### src/rtl/sm4_out_unpacker_if.sv
// Block-to-word unpacker bus: 128-bit block input side, 32-bit word output side, status.
// Optional WORD_LAST_o present when SM4_UNPACK_LAST_EN is defined.
interface sm4_out_unpacker_if #(
  parameter int DEPTH = 4
);
  logic [127:0]                   DAT_i;
  logic                           DAT_VALID_i;
  logic [31:0]                    WORD_o;
  logic                           WORD_VALID_o;
  logic                           WORD_READY_i;
  logic [$clog2(DEPTH+1)-1:0]     LEVEL_o;
  logic                           OVERFLOW_o;
`ifdef SM4_UNPACK_LAST_EN
  logic                           WORD_LAST_o;
`endif

  modport master (
    output DAT_i, DAT_VALID_i, WORD_READY_i,
    input  WORD_o, WORD_VALID_o, LEVEL_o, OVERFLOW_o
`ifdef SM4_UNPACK_LAST_EN
    , input WORD_LAST_o
`endif
  );

  modport slave (
    input  DAT_i, DAT_VALID_i, WORD_READY_i,
    output WORD_o, WORD_VALID_o, LEVEL_o, OVERFLOW_o
`ifdef SM4_UNPACK_LAST_EN
    , output WORD_LAST_o
`endif
  );
endinterface

### src/rtl/sm4_out_unpacker.sv
// Buffers 128-bit SM4 result blocks in a DEPTH-entry FIFO and streams them out as 32-bit words,
// MSW first. Define SM4_UNPACK_LAST_EN to add WORD_LAST_o (high on the 4th word of a block).
module sm4_out_unpacker #(
  parameter int DEPTH = 4
) (
  input  logic               CLK_i,
  input  logic               RST_N_i,
  sm4_out_unpacker_if.slave  bus
);
  localparam int PW = $clog2(DEPTH);
  localparam int LW = $clog2(DEPTH + 1);
  localparam logic [LW-1:0] FULL_LEVEL = LW'(DEPTH);

  logic [127:0]  mem_q [DEPTH];
  logic [PW-1:0] wr_ptr_q, wr_ptr_d;
  logic [PW-1:0] rd_ptr_q, rd_ptr_d;
  logic [LW-1:0] level_q, level_d;
  logic [1:0]    idx_q, idx_d;
  logic          overflow_q, overflow_d;
  logic          arm_q;

  logic          word_valid, full, xfer, pop, push, drop;
  logic [127:0]  head;
  logic [31:0]   head_word;

  // NOTE: every signal assigned here gets a default first, so no path leaves a latch behind.
  always_comb begin
    word_valid = (level_q != '0);
    full       = (level_q == FULL_LEVEL);
    xfer       = word_valid & bus.WORD_READY_i;
    pop        = xfer & (idx_q == 2'd3);
    push       = arm_q & bus.DAT_VALID_i & (~full | pop);
    drop       = arm_q & bus.DAT_VALID_i & full & ~pop;

    wr_ptr_d   = wr_ptr_q;
    rd_ptr_d   = rd_ptr_q;
    idx_d      = idx_q;
    level_d    = level_q;
    overflow_d = overflow_q | drop;

    if (push) wr_ptr_d = wr_ptr_q + PW'(1);
    if (pop)  rd_ptr_d = rd_ptr_q + PW'(1);
    if (xfer) idx_d    = idx_q + 2'd1;

    case ({push, pop})
      2'b10:   level_d = level_q + LW'(1);
      2'b01:   level_d = level_q - LW'(1);
      default: level_d = level_q;
    endcase
  end

  // Word select from the head block; depends only on registered state.
  always_comb begin
    head = mem_q[rd_ptr_q];
    case (idx_q)
      2'd0:    head_word = head[127:96];
      2'd1:    head_word = head[95:64];
      2'd2:    head_word = head[63:32];
      default: head_word = head[31:0];
    endcase
  end

  assign bus.WORD_VALID_o = word_valid;
  assign bus.WORD_o       = word_valid ? head_word : 32'h0;
  assign bus.LEVEL_o      = level_q;
  assign bus.OVERFLOW_o   = overflow_q;
`ifdef SM4_UNPACK_LAST_EN
  assign bus.WORD_LAST_o  = word_valid & (idx_q == 2'd3);
`endif

  // NOTE: sequential state uses non-blocking assignments so every flop samples pre-edge values.
  always_ff @(posedge CLK_i or negedge RST_N_i) begin
    if (!RST_N_i) begin
      wr_ptr_q   <= '0;
      rd_ptr_q   <= '0;
      level_q    <= '0;
      idx_q      <= '0;
      overflow_q <= 1'b0;
      arm_q      <= 1'b0;
    end else begin
      wr_ptr_q   <= wr_ptr_d;
      rd_ptr_q   <= rd_ptr_d;
      level_q    <= level_d;
      idx_q      <= idx_d;
      overflow_q <= overflow_d;
      // Writes are armed one edge after release, so a pulse on the release edge is never captured.
      arm_q      <= 1'b1;
    end
  end

  // NOTE: the block store has no reset; stale contents are unreachable once level_q is cleared.
  always_ff @(posedge CLK_i) begin
    if (push) mem_q[wr_ptr_q] <= bus.DAT_i;
  end
endmodule
### src/flat_wrapper.sv
// flat-port wrapper written by rule: the top's interface ports become plain ports
module sm4_out_unpacker_flat 
#(
  parameter int DEPTH = 4
)
  (CLK_i, RST_N_i, bus_DAT_i, bus_DAT_VALID_i, bus_WORD_READY_i, bus_WORD_o, bus_WORD_VALID_o, bus_LEVEL_o, bus_OVERFLOW_o);
  sm4_out_unpacker_if #(.DEPTH(DEPTH)) bus_i ();
  input  logic CLK_i;
  input  logic RST_N_i;
  input wire logic [$bits(bus_i.DAT_i)-1:0] bus_DAT_i;
  input wire logic [$bits(bus_i.DAT_VALID_i)-1:0] bus_DAT_VALID_i;
  input wire logic [$bits(bus_i.WORD_READY_i)-1:0] bus_WORD_READY_i;
  output wire logic [$bits(bus_i.WORD_o)-1:0] bus_WORD_o;
  output wire logic [$bits(bus_i.WORD_VALID_o)-1:0] bus_WORD_VALID_o;
  output wire logic [$bits(bus_i.LEVEL_o)-1:0] bus_LEVEL_o;
  output wire logic [$bits(bus_i.OVERFLOW_o)-1:0] bus_OVERFLOW_o;
  assign bus_i.DAT_i = bus_DAT_i;
  assign bus_i.DAT_VALID_i = bus_DAT_VALID_i;
  assign bus_i.WORD_READY_i = bus_WORD_READY_i;
  assign bus_WORD_o = bus_i.WORD_o;
  assign bus_WORD_VALID_o = bus_i.WORD_VALID_o;
  assign bus_LEVEL_o = bus_i.LEVEL_o;
  assign bus_OVERFLOW_o = bus_i.OVERFLOW_o;
  sm4_out_unpacker #(.DEPTH(DEPTH)) u_core (.CLK_i(CLK_i), .RST_N_i(RST_N_i), .bus(bus_i));
endmodule
### config.mk
export PLATFORM = sky130hd
export DESIGN_NAME = sm4_out_unpacker_flat
export DESIGN_NICKNAME = d
export VERILOG_FILES = /design/src/rtl/sm4_out_unpacker_if.sv /design/src/rtl/sm4_out_unpacker.sv /design/src/flat_wrapper.sv
export SDC_FILE = /design/constraint.sdc
export NUM_CORES = 1
export LEC_CHECK = 0
export BUFFER_PORTS_ARGS = -buffer_cell sky130_fd_sc_hd__buf_2
export CAP_MARGIN = 10
export CELL_PAD_IN_SITES_DETAIL_PLACEMENT = 1
export CELL_PAD_IN_SITES_GLOBAL_PLACEMENT = 1
export CORE_MARGIN = 10
export CORE_UTILIZATION = 40
export CTS_BUF_LIST = sky130_fd_sc_hd__clkbuf_2
export CTS_CLUSTER_DIAMETER = 30
export CTS_CLUSTER_SIZE = 24
export DETAILED_ROUTE_END_ITERATION = 6
export PLACE_DENSITY_LB_ADDON = 0.1
export SYNTH_ARGS = -nofsm -noshare
export SYNTH_HDL_FRONTEND = slang
export SYNTH_SLANG_ARGS = --single-unit
### constraint.sdc
create_clock -name CLK_i -period 11.9 [get_ports CLK_i]
set_input_delay 2.975 -clock CLK_i [delete_from_list [all_inputs] [get_ports CLK_i]]
set_output_delay 2.975 -clock CLK_i [all_outputs]
set_load 0.01 [all_outputs]
[Word-level counts from Yosys, hierarchy flattened]
Memory sizes are Yosys's and may differ from the RTL's.
Cells that the tools add are included.
Storage, ports and cells
  flip-flop bits (word level): 11
  memory bits (writable): 512
  input port bits: 132
  logic and storage cells: 36
  memories: 1
Operators by class
  add/sub/neg operators: 5
  eq/ne operators: 6
  mux-type cells: 5
  bitwise logic cells: 10
  reductions and logical operators: 3
Memory list
  u_core.mem_q: depth 4, bits a word 128, read ports 1, clocked after Yosys merged registers in 0, wr ports 1, line sm4_out_unpacker.sv:14  | logic [127:0] mem_q [DEPTH];
Operator list (number)
  one-hot mux 32 bit (3 select lines): 1
  two-way mux 32 bit: 1
  adder 2 x 1 -> 2 bit (second input constant): 3
  AND 1 bit: 6
  == test 2 bit (second input constant): 3
  one-hot mux 3 bit (2 select lines): 1
  == test 2 x 1 -> 1 bit (second input constant): 2
  adder 3 x 1 -> 3 bit (second input constant): 1
  == test 3 bit (second input constant): 1
  nonzero test 3 bit: 1
  subtractor 3 x 1 -> 3 bit (second input constant): 1
  zero test 2 bit: 1
  two-way mux 1 bit: 2
  inverter 1 bit: 2
  OR 1 bit: 2
  nonzero test 2 bit: 1

[Depth between registers and ports, before layout]
Gate-level depths: netlist (run 1).
  depth after elaboration: 7
  mapped depth: 8
  gate-level depth less buffers: 8

[Least setup slack after synthesis (run 1)]
OpenSTA, ideal clock, no wires.
  path kind: in2reg
  from: input bus_DAT_VALID_i
  to: memory u_core.mem_q[0][0], enable pin
  library setup time: 0.502 ns
  arrival time: 6.584 ns
  path slack: 4.814 ns
  stages on the path: 4
  buffers on the path: 1
  cell sequence: nand2_1 clkbuf_1 a31oi_1 and2_1
On the way
  word-level cells in the longest chain between the ends: 4
Ends and longest elaborated chain
  from (decl): line flat_wrapper.sv:11  | input wire logic [$bits(bus_i.DAT_VALID_i)-1:0] bus_DAT_VALID_i;
  AND 1 bit (2 in series): line sm4_out_unpacker.sv:32  | push = arm_q & bus.DAT_VALID_i & (~full | pop);
  two-way mux 1 bit: line sm4_out_unpacker.sv:93  | if (push) mem_q[wr_ptr_q] <= bus.DAT_i;
  two-way mux 1 bit (not written as such): line sm4_out_unpacker.sv:93
  to (decl): line sm4_out_unpacker.sv:14
Every way passes these cells.

[Worst setup path in the final report (run 1)]
  from: register u_core.rd_ptr_q[0]
  to: output bus_WORD_o[3]
On the way
  word-level cells in the longest chain between the ends: 3
Ends and longest elaborated chain
  from (decl): line sm4_out_unpacker.sv:16  | logic [PW-1:0] rd_ptr_q, rd_ptr_d;
  from (signal assigned): line sm4_out_unpacker.sv:82  | rd_ptr_q <= rd_ptr_d;
  memory (4 x 128 bit)
  one-hot mux 32 bit (3 select lines): line sm4_out_unpacker.sv:55  | case (idx_q)
  two-way mux 32 bit: line sm4_out_unpacker.sv:64  | assign bus.WORD_o = word_valid ? head_word : 32'h0;
  to (decl): line flat_wrapper.sv:13  | output wire logic [$bits(bus_i.WORD_o)-1:0] bus_WORD_o;
Every way passes these cells.

==> flow_summary.json, run 1 <==
{
  "reg2reg_from": "u_core.idx_q[0]",
  "wl_um": 51380,
  "rows": 82,
  "gp_congestion": 0.7183,
  "drive_gt1_share_pct": 31.00,
  "dieArea_um2": 60770,
  "coreArea_um2": 50480,
  "regToRegEndpoint": "u_core.mem_q[3][124]",
  "grt_max_degree": 117,
  "synth_cell_types": 39,
  "tightest_slew_ns": 1.209,
  "grt_overflow_total": 0,
  "wire_per_inst_um": 24.11,
  "hold_end": "u_core.bus.OVERFLOW_o",
  "status": "finished, final reports clean",
  "vias_per_cell": 5.212,
  "io_pins": 169,
  "numCtsBuffers": 114,
  "hold_buffers": 0,
  "hold_ws_ns": 0.5118,
  "cp.required_ns": 8.93,
  "hp-start": "u_core.bus.OVERFLOW_o",
  "grt_pass1_vias": 12130,
  "final-setup-viol-count": 0,
  "skew_ns": 0.05909,
  "synth-edff-count": 512,
  "report.final.slew_viol_count": 0,
  "maxCapViolations": 0,
  "ys_top_cells_by_area": "edfxtp_1, mux2i_1, mux4_2, a2111oi_2, o21ai_0",
  "drtAntennaViolNets": 0,
  "fin_crit_ns": 7.286,
  "cts_num_sinks": 523,
  "synthCells": 1132,
  "clock-root-buffer": "clkbuf_2",
  "antenna_found_initial": 13,
  "final_util_pct": 46.31,
  "p_per_area_nw_per_um2": 233.3,
  "cts_tree": "done",
  "syn_avg_cell_area_um2": 18.13,
  "cp-end-kind": "output port",
  "io_buffers": 168,
  "ff2ff_path_depth": 6,
  "cts_buffer_depth": 3,
  "p_leak_nw": 8.210,
  "setup_tns_ns": 0,
  "fillers": 4975,
  "drtPass1Iterations": 5,
  "yosysWarningCount": 0,
  "finalHoldViolations": 0,
  "initial_core_util_pct": 40.66,
  "die-width_um": 246.5,
  "worstSetupStartpointType": "flip-flop",
  "synth_top_area_cell": "edfxtp_1",
  "whs_path_depth": 1,
  "rsz0062_at_grt": "false",
  "cts.repair.resized": 0,
  "syn-num-nets": 1274,
  "async_reset_ff_share_pct": 2.103,
  "synth_ff_type": "edfxtp_1",
  "cp_data_arrival_time_ns": 4.31,
  "fin_crit_sh_pct": 61.23,
  "nets": 1506,
  "yosysTopAreaCellShare_pct": 74.90,
  "ys_seq_elements": 523,
  "crit_type": "flip-flop to output port",
  "hold_path.class": "flip-flop to flip-flop",
  "vdd_ir_drop_max_uv": 160.5,
  "drc": 0,
  "p_total_mw": 5.453,
  "syn_to_final_growth_pct": 13.90,
  "netlist_top_cells_count": "edfxtp_1, mux2i_1, o21ai_0",
  "synth_area_um2": 20530,
  "cp_max_fo": 60,
  "synth.most_common_cell": "edfxtp_1",
  "relSlewSlack_pct": 19.43,
  "clk_pin_slew_worst_paths_ns": 0.14,
  "grt_pass1_wl_um": 76210,
  "track_usage_pct": 16.78,
  "seq_area_frac_synth_pct": 76.25,
  "num_vias": 11110,
  "dr.first_iter.drc_count": 631,
  "die_y_um": 246.5,
  "fmaxAchievable_mhz": 137.3,
  "cts_setup_buffers": 0,
  "cts-htree-levels": 3,
  "hpwl_um": 29120,
  "clk-insertion-delay-late_ns": 1.13,
  "regToRegSetupSlack_ns": 7.90
}
[per-layer routing]
layer  vias to the layer above  wire length (µm)  GRT usage, %  share of wire, %
met5                         -               103             0              0.20
met4                        16              1043         5.773               2.0
met3                       103              2911         4.544               5.7
met2                       267             25300         27.94                49
met1                      5662             22020         20.76                43
li1                       5058                 -             -                 -
[where the power goes]
part	internal (mW)	total [mW]	switching, mW
clock network	0.646	1.38	0.734
registers	2.24	2.38	0.146
logic	0.656	1.69	1.03
[how the worst max path moves through the flow]
stage	cells after the start	slack, ns	start	end
floorplan	4	4.81	bus_DAT_VALID_i	u_core.mem_q[0][0]
global placement	6	5.47	bus_DAT_VALID_i	u_core.mem_q[3][0]
detailed placement	6	5.39	bus_DAT_VALID_i	u_core.mem_q[3][125]
CTS	5	4.33	u_core.rd_ptr_q[0]	bus_WORD_o[3]
global route	5	4.28	u_core.rd_ptr_q[0]	bus_WORD_o[3]
finish	5	4.61	u_core.rd_ptr_q[0]	bus_WORD_o[3]
[cells in the final DEF (no fill, tap or decap), types with 2 or more instances in the layout]
cell type and instances:
inv_2 5, edfxtp_1 512, nor2b_1 2, nand2b_2 2, nand2_1 13, o21ai_0 67
nand4_1 2, a22oi_1 2, clkinv_2 21, o22ai_1 30, dfrtp_1 9, mux4_2 34
clkbuf_2 137, a2111oi_2 30, xor2_1 2, dfrtp_4 2, o211ai_1 3, nand3_1 33
xnor2_1 4, inv_1 6, ha_2 2, ha_1 7, a21oi_1 64, buf_4 14
a32oi_1 2, buf_2 168, clkinvlp_4 9, diode_2 4, mux2i_1 155, clkinv_1 19
clkinv_4 3, and2_4 4, bufinv_16 14, nor2_1 63
[area by class of cell]
| cell class | count | area (µm²) | area share, % |
|---|---|---|---|
| Clock inverter | 70 | 705.7 | 3.018 |
| Timing Repair Buffer | 183 | 965.9 | 4.132 |
| Clock buffer | 137 | 685.7 | 2.933 |
| Sequential cell | 523 | 15660 | 66.97 |
| Inverter | 7 | 26.28 | 0.1124 |
| Tap cell | 672 | 840.8 | 3.596 |
| Antenna cell | 4 | 10.01 | 0.04282 |
| Multi-Input combinational cell | 535 | 4487 | 19.19 |
[sequential cells by signal (all words and copies together) (netlist names)]
name,flops
u_core.rd_ptr_q,2
u_core.bus.LEVEL_o,3
u_core.idx_q,2
u_core.bus.OVERFLOW_o,1
u_core.wr_ptr_q,2
u_core.mem_q,512
u_core.arm_q,1
[per-stage QoR]
step | cells | worst slack [ns] | cell area (µm²)
2_1_floorplan | 1132 | 4.814 | 20530
3_3_place_gp | 1920 | 5.473 | 21980
3_5_place_dp | 1920 | 5.387 | 21980
4_1_cts | 2127 | 4.331 | 23370
5_1_grt | 2129 | 4.281 | 23370
6_report | 2131 | 4.614 | 23380
[worst max-delay path, stage by stage, from the launching register on]
cell     delay [ns]
dfrtp_4        1.08
buf_4          0.83
mux4_2         0.59
o21ai_0        0.32
a21oi_1        0.11
buf_2          0.16
[kinds of logic after synthesis]
family / synth area share (%)
adders and majority gates: 0.6462
and+or+nand+nor: 2.713
AOI/OAI and AO/OA: 6.760
other: 0.01827
xor gates and xnor gates: 0.2560
buffers and inverters: 2.018
muxes: 11.34
DFF: 76.25
(Power assumes the default switching activity.)
==> run 2, diff against run 1 <==
==> constraint.sdc (replaced) <==
create_clock -name CLK_i -period 6 [get_ports CLK_i]
set_input_delay 1.5 -clock CLK_i [delete_from_list [all_inputs] [get_ports CLK_i]]
set_output_delay 1.5 -clock CLK_i [all_outputs]
set_load 0.01 [all_outputs]
==> run 2 against run 1 <==
Effect of this change:
- non-clock buffer count grew 5
- routed wire length grew 0.86%
- die area is the same
- via count grew 0.84%
- critical endpoint is now bus_WORD_o[26]
- largest cell class unchanged
- clock-buffer cell count shrank 7
- sequential share of layout area shrank 0.88 points
- critical path type unchanged
- highest routed layer unchanged
==> flow_summary.json, run 2 (synthesis gave the netlist of run 1 again) <==
{
  "syn_to_final_growth_pct": 15.41,
  "wire_per_inst_um": 24.20,
  "maxCapViolations": 0,
  "mostFrequentLayoutCell": "edfxtp_1",
  "skew_ns": 0.06636,
  "largest_reg_flops": 512,
  "coreArea_um2": 50480,
  "layout_common_cells": "edfxtp_1, buf_2, mux2i_1",
  "grt_max_degree": 133,
  "cts_setup_buffers": 0,
  "drive_gt1_share_pct": 30.76,
  "initial_core_util_pct": 40.66,
  "num_vias": 11200,
  "clock-root-buffer": "clkbuf_2",
  "hold_buffers": 0,
  "startpoint": "u_core.rd_ptr_q[1]",
  "antenna_found_initial": 10,
  "setup_tns_ns": 0,
  "final-setup-viol-count": 0,
  "cts_num_sinks": 523,
  "design_area_um2": 23690,
  "place_inst": 1925,
  "drtPass1Iterations": 5,
  "io_pins": 169,
  "dieArea_um2": 60770,
  "grt_pass1_vias": 12520,
  "numCtsBuffers": 115,
  "fin_crit_sh_pct": 90.57,
  "pwr-share-clk_pct": 27.2,
  "report.final.slew_viol_count": 0,
  "crit_cells": 6,
  "cts_tree": "done",
  "die_y_um": 246.5,
  "relSlewSlack_pct": 31.51,
  "fin_crit_ns": 5.434,
  "status": "finished, final reports clean",
  "die-width_um": 246.5,
  "cp_data_arrival_time_ns": 3.93,
  "rsz0062_at_grt": "false",
  "reg2reg_from": "u_core.bus.LEVEL_o[2]",
  "grt_pass1_wl_um": 77930,
  "critPathMaxStageDelay_ns": 0.80,
  "p_comb_share_pct": 31.3,
  "cts.repair.resized": 0,
  "grt_overflow_total": 0,
  "vias_per_cell": 5.231,
  "power_switching_mw": 3.876,
  "crit_type": "flip-flop to output port",
  "cp-end-kind": "output port",
  "postPlaceCellArea_um2": 22110,
  "cts_buffer_depth": 3,
  "regToRegEndpoint": "u_core.bus.LEVEL_o[2]",
  "cp.required_ns": 4.50,
  "drtAntennaViolNets": 0,
  "swShare_pct": 34.68,
  "hold_path.class": "input pin to async pin",
  "finalHoldViolations": 0,
  "gp_congestion": 0.7358,
  "crit_buf_inv": 2,
  "critPathTopFamily": "buffers and inverters",
  "drc": 0,
  "intPower_mw": 7.298,
  "regToRegSetupSlack_ns": 2.66,
  "cp_max_fo": 132,
  "dr.first_iter.drc_count": 616,
  "clk-insertion-delay-late_ns": 1.12,
  "clk_pin_slew_worst_paths_ns": 0.14,
  "fmaxAchievable_mhz": 184.0,
  "vdd_ir_drop_max_uv": 345.7,
  "fin_cells": 2141,
  "nets": 1512,
  "cts-htree-levels": 3,
  "tightest_slew_ns": 1.027,
  "cp_slowest_cell": "dfrtp_4",
  "io_buffers": 168,
  "rows": 82,
  "p_leak_nw": 8.317,
  "worstSetupStartpointType": "flip-flop",
  "hpwl_um": 29750,
  "track_usage_pct": 17.04,
  "p_per_area_nw_per_um2": 471.7,
  "regMostFlops": "u_core.mem_q",
  "wl_um": 51820,
  "ff2ff_path_depth": 7,
  "path_cells": "buf_12 > mux2i_1 > o22ai_1 > a2111oi_2 > a21oi_1 > buf_2",
  "pwr-share-seq_pct": 41.5
}
[run 2: how the worst max path moves through the flow]
stage	slack (ns)	end
after floorplan	0.39	u_core.mem_q[2][0]
after global placement	1.50	bus_WORD_o[1]
after detailed placement	1.68	bus_WORD_o[26]
after CTS	0.34	bus_WORD_o[26]
after global routing	0.30	bus_WORD_o[26]
final	0.57	bus_WORD_o[26]
[run 2: cell type report]
| type | count | area [µm²] |
|---|---|---|
| antenna | 3 | 7.507 |
| clock buffer | 130 | 650.6 |
| clock inverter | 83 | 920.9 |
| fill | 4943 | 26790 |
| inverter | 7 | 26.28 |
| multi-input combinational | 535 | 4487 |
| sequential | 523 | 15660 |
| tap | 672 | 840.8 |
| timing repair buffer | 188 | 1099 |
[run 2: worst register-to-register path, cell delays in order, from the launching register on]
cell,delay (ns)
dfrtp_1,0.50
or3_2,0.86
nor2b_1,0.51
nand2_1,0.13
fa_1,0.44
or3b_2,0.50
a32oi_1,0.19
o21ai_0,0.11
[run 2: through the flow]
step | hold WS, ns | setup slack (ns) | util, % | power (mW)
2_1_floorplan | 0.5134 | 0.3891 | - | 7.057
3_3_place_gp | 0.4777 | 1.498 | 43.77 | 8.266
3_5_place_dp | 0.4859 | 1.676 | 43.80 | 8.308
4_1_cts | 0.09630 | 0.3375 | 46.91 | 11.38
5_1_grt | 0.1414 | 0.2985 | 46.92 | 11.83
6_report | 0.2622 | 0.5656 | 46.93 | 11.17
[run 2: per-layer routing]
layer  track usage [%]  routed length [µm]  up-vias
li1                  -                   -     5085
met5                 0                  92        -
met1             21.58               22990     5802
met2             27.99               25580      232
met3             4.415                2395       66
met4             5.827                 756       14
[run 2: power by group through the flow]
stage | combinational, mW | clock, mW | sequential [mW]
2_1_floorplan | 2.40 | 0 | 4.65
3_3_place_gp | 3.56 | 0 | 4.71
3_5_place_dp | 3.58 | 0 | 4.73
4_1_cts | 3.60 | 3.14 | 4.64
5_1_grt | 3.82 | 3.33 | 4.68
6_report | 3.50 | 3.03 | 4.64
==> run 3, diff against run 2 <==
--- a/config.mk
+++ b/config.mk
@@ -10,7 +10,7 @@
 export CELL_PAD_IN_SITES_DETAIL_PLACEMENT = 1
 export CELL_PAD_IN_SITES_GLOBAL_PLACEMENT = 1
 export CORE_MARGIN = 10
-export CORE_UTILIZATION = 40
+export CORE_UTILIZATION = 48
 export CTS_BUF_LIST = sky130_fd_sc_hd__clkbuf_2
 export CTS_CLUSTER_DIAMETER = 30
 export CTS_CLUSTER_SIZE = 24
==> run 3 against run 2 <==
Effect of this change:
- non-clock buffer count rose by 2
- setup slack got worse by 0.16 ns
- critical path depth is the same
- power increased by 1.4%
- combinational power about the same
- clock power increased by 6%
- via count up 0.76%
- utilization grew 9.2 points
==> flow_summary.json, run 3 (synthesis gave the netlist of run 1 again) <==
{
  "mostFrequentLayoutCell": "edfxtp_1",
  "num_vias": 11280,
  "clk_pin_slew_worst_paths_ns": 0.13,
  "rsz0062_at_grt": "false",
  "fin_crit_sh_pct": 93.17,
  "gp_congestion": 0.7249,
  "grt_overflow_total": 0,
  "regMostFlops": "u_core.mem_q",
  "reg2reg_from": "u_core.idx_q[0]",
  "grt_pass1_wl_um": 76520,
  "finalHoldViolations": 0,
  "dr.first_iter.drc_count": 876,
  "setup_tns_ns": 0,
  "p_leak_nw": 8.345,
  "fmaxAchievable_mhz": 178.9,
  "cp_data_arrival_time_ns": 4.09,
  "io_buffers": 168,
  "grt_max_degree": 129,
  "regToRegSetupSlack_ns": 2.66,
  "cp_max_fo": 121,
  "tightest_slew_ns": 1.096,
  "hold_buffers": 0,
  "coreArea_um2": 42130,
  "vdd_ir_drop_max_uv": 316.7,
  "relSlewSlack_pct": 26.96,
  "antenna_found_initial": 13,
  "die-width_um": 226.8,
  "largest_reg_flops": 512,
  "drive_gt1_share_pct": 31.90,
  "skew_ns": 0.09349,
  "p_per_area_nw_per_um2": 479.4,
  "layout_common_cells": "edfxtp_1, buf_2, mux2i_1",
  "final_util_pct": 56.10,
  "fin_crit_ns": 5.590,
  "worstSetupStartpointType": "flip-flop",
  "wire_per_inst_um": 25.47,
  "syn_to_final_growth_pct": 15.15,
  "initial_core_util_pct": 48.72,
  "cts_tree": "done",
  "drtPass1Iterations": 4,
  "cp.required_ns": 4.50,
  "drc": 0,
  "maxCapViolations": 0,
  "status": "finished, final reports clean",
  "track_usage_pct": 20.01,
  "crit_type": "flip-flop to output port",
  "dieArea_um2": 51430,
  "hold_path.class": "input pin to async pin",
  "numCtsBuffers": 109,
  "clk-insertion-delay-late_ns": 1.11,
  "wl_um": 51090,
  "report.final.slew_viol_count": 0,
  "cts_num_sinks": 523,
  "cts_setup_buffers": 0,
  "io_pins": 169,
  "cts-htree-levels": 3,
  "cts.repair.resized": 0,
  "hpwl_um": 28910,
  "cts_buffer_depth": 3,
  "nets": 1508,
  "final-setup-viol-count": 0,
  "rows": 75,
  "fillers": 3876,
  "die_y_um": 226.8,
  "vias_per_cell": 5.625,
  "startpoint": "u_core.rd_ptr_q[1]",
  "grt_pass1_vias": 12530,
  "cp-end-kind": "output port",
  "clock-root-buffer": "clkbuf_2",
  "drtAntennaViolNets": 0
}
[run 3: routing by layer]
metal,vias to the layer above,GRT usage [%],wire length (µm)
li1,5081,-,-
met1,5831,25.91,22390
met2,292,32.71,25100
met3,70,4.819,2761
met4,10,6.449,774
met5,-,0,62
[run 3: critical path, cell delays in order (launching register included)]
cell	delay, ns
dfrtp_4	0.90
buf_12	0.51
mux2i_1	0.29
o22ai_1	0.12
a2111oi_2	0.46
a21oi_1	0.20
buf_2	0.19
[run 3: final timing paths]
path	end	cells after the start
worst max-delay path	bus_WORD_o[25]	6
worst min-delay path	u_core.idx_q[0]	1
worst max register to register	u_core.mem_q[0][106]	5
worst min register to register	u_core.bus.OVERFLOW_o	1
max in group asynchronous	u_core.rd_ptr_q[0]	1
min in group CLK_i	u_core.bus.OVERFLOW_o	1
[run 3: stage by stage]
step / worst slack [ns] / cell area [µm²] / std cells / hold WS (ns) / total power, mW
after floorplan: 0.3891 / 20530 / 1132 / 0.5134 / 7.057
after global placement: 1.684 / 21920 / 1794 / 0.5246 / 8.160
after detailed placement: 1.558 / 21920 / 1794 / 0.5217 / 8.233
after CTS: 0.3464 / 23620 / 2000 / 0.1749 / 11.49
after global routing: 0.1584 / 23630 / 2002 / 0.2266 / 11.95
final: 0.4099 / 23640 / 2006 / 0.3248 / 11.33
[run 3: power by group]
| part | switching [mW] | internal [mW] | leakage (nW) | total (mW) |
|---|---|---|---|---|
| registers | 0.191 | 4.43 | 4.77 | 4.63 |
| clock network | 1.60 | 1.62 | 0.997 | 3.22 |
| logic | 2.15 | 1.34 | 2.58 | 3.49 |
| total | 3.94 | 7.39 | 8.35 | 11.3 |
[run 3: layout make-up]
cell class | count | area, µm² | area share [%]
inverters | 7 | 26.28 | 0.1112
well taps | 539 | 674.4 | 2.853
repair buffers | 190 | 1081 | 4.574
clock inverters | 86 | 1099 | 4.648
diodes | 6 | 15.01 | 0.06352
multi-input cells | 535 | 4483 | 18.97
flip-flops and latches | 523 | 15660 | 66.24
clock buffers | 120 | 600.6 | 2.541
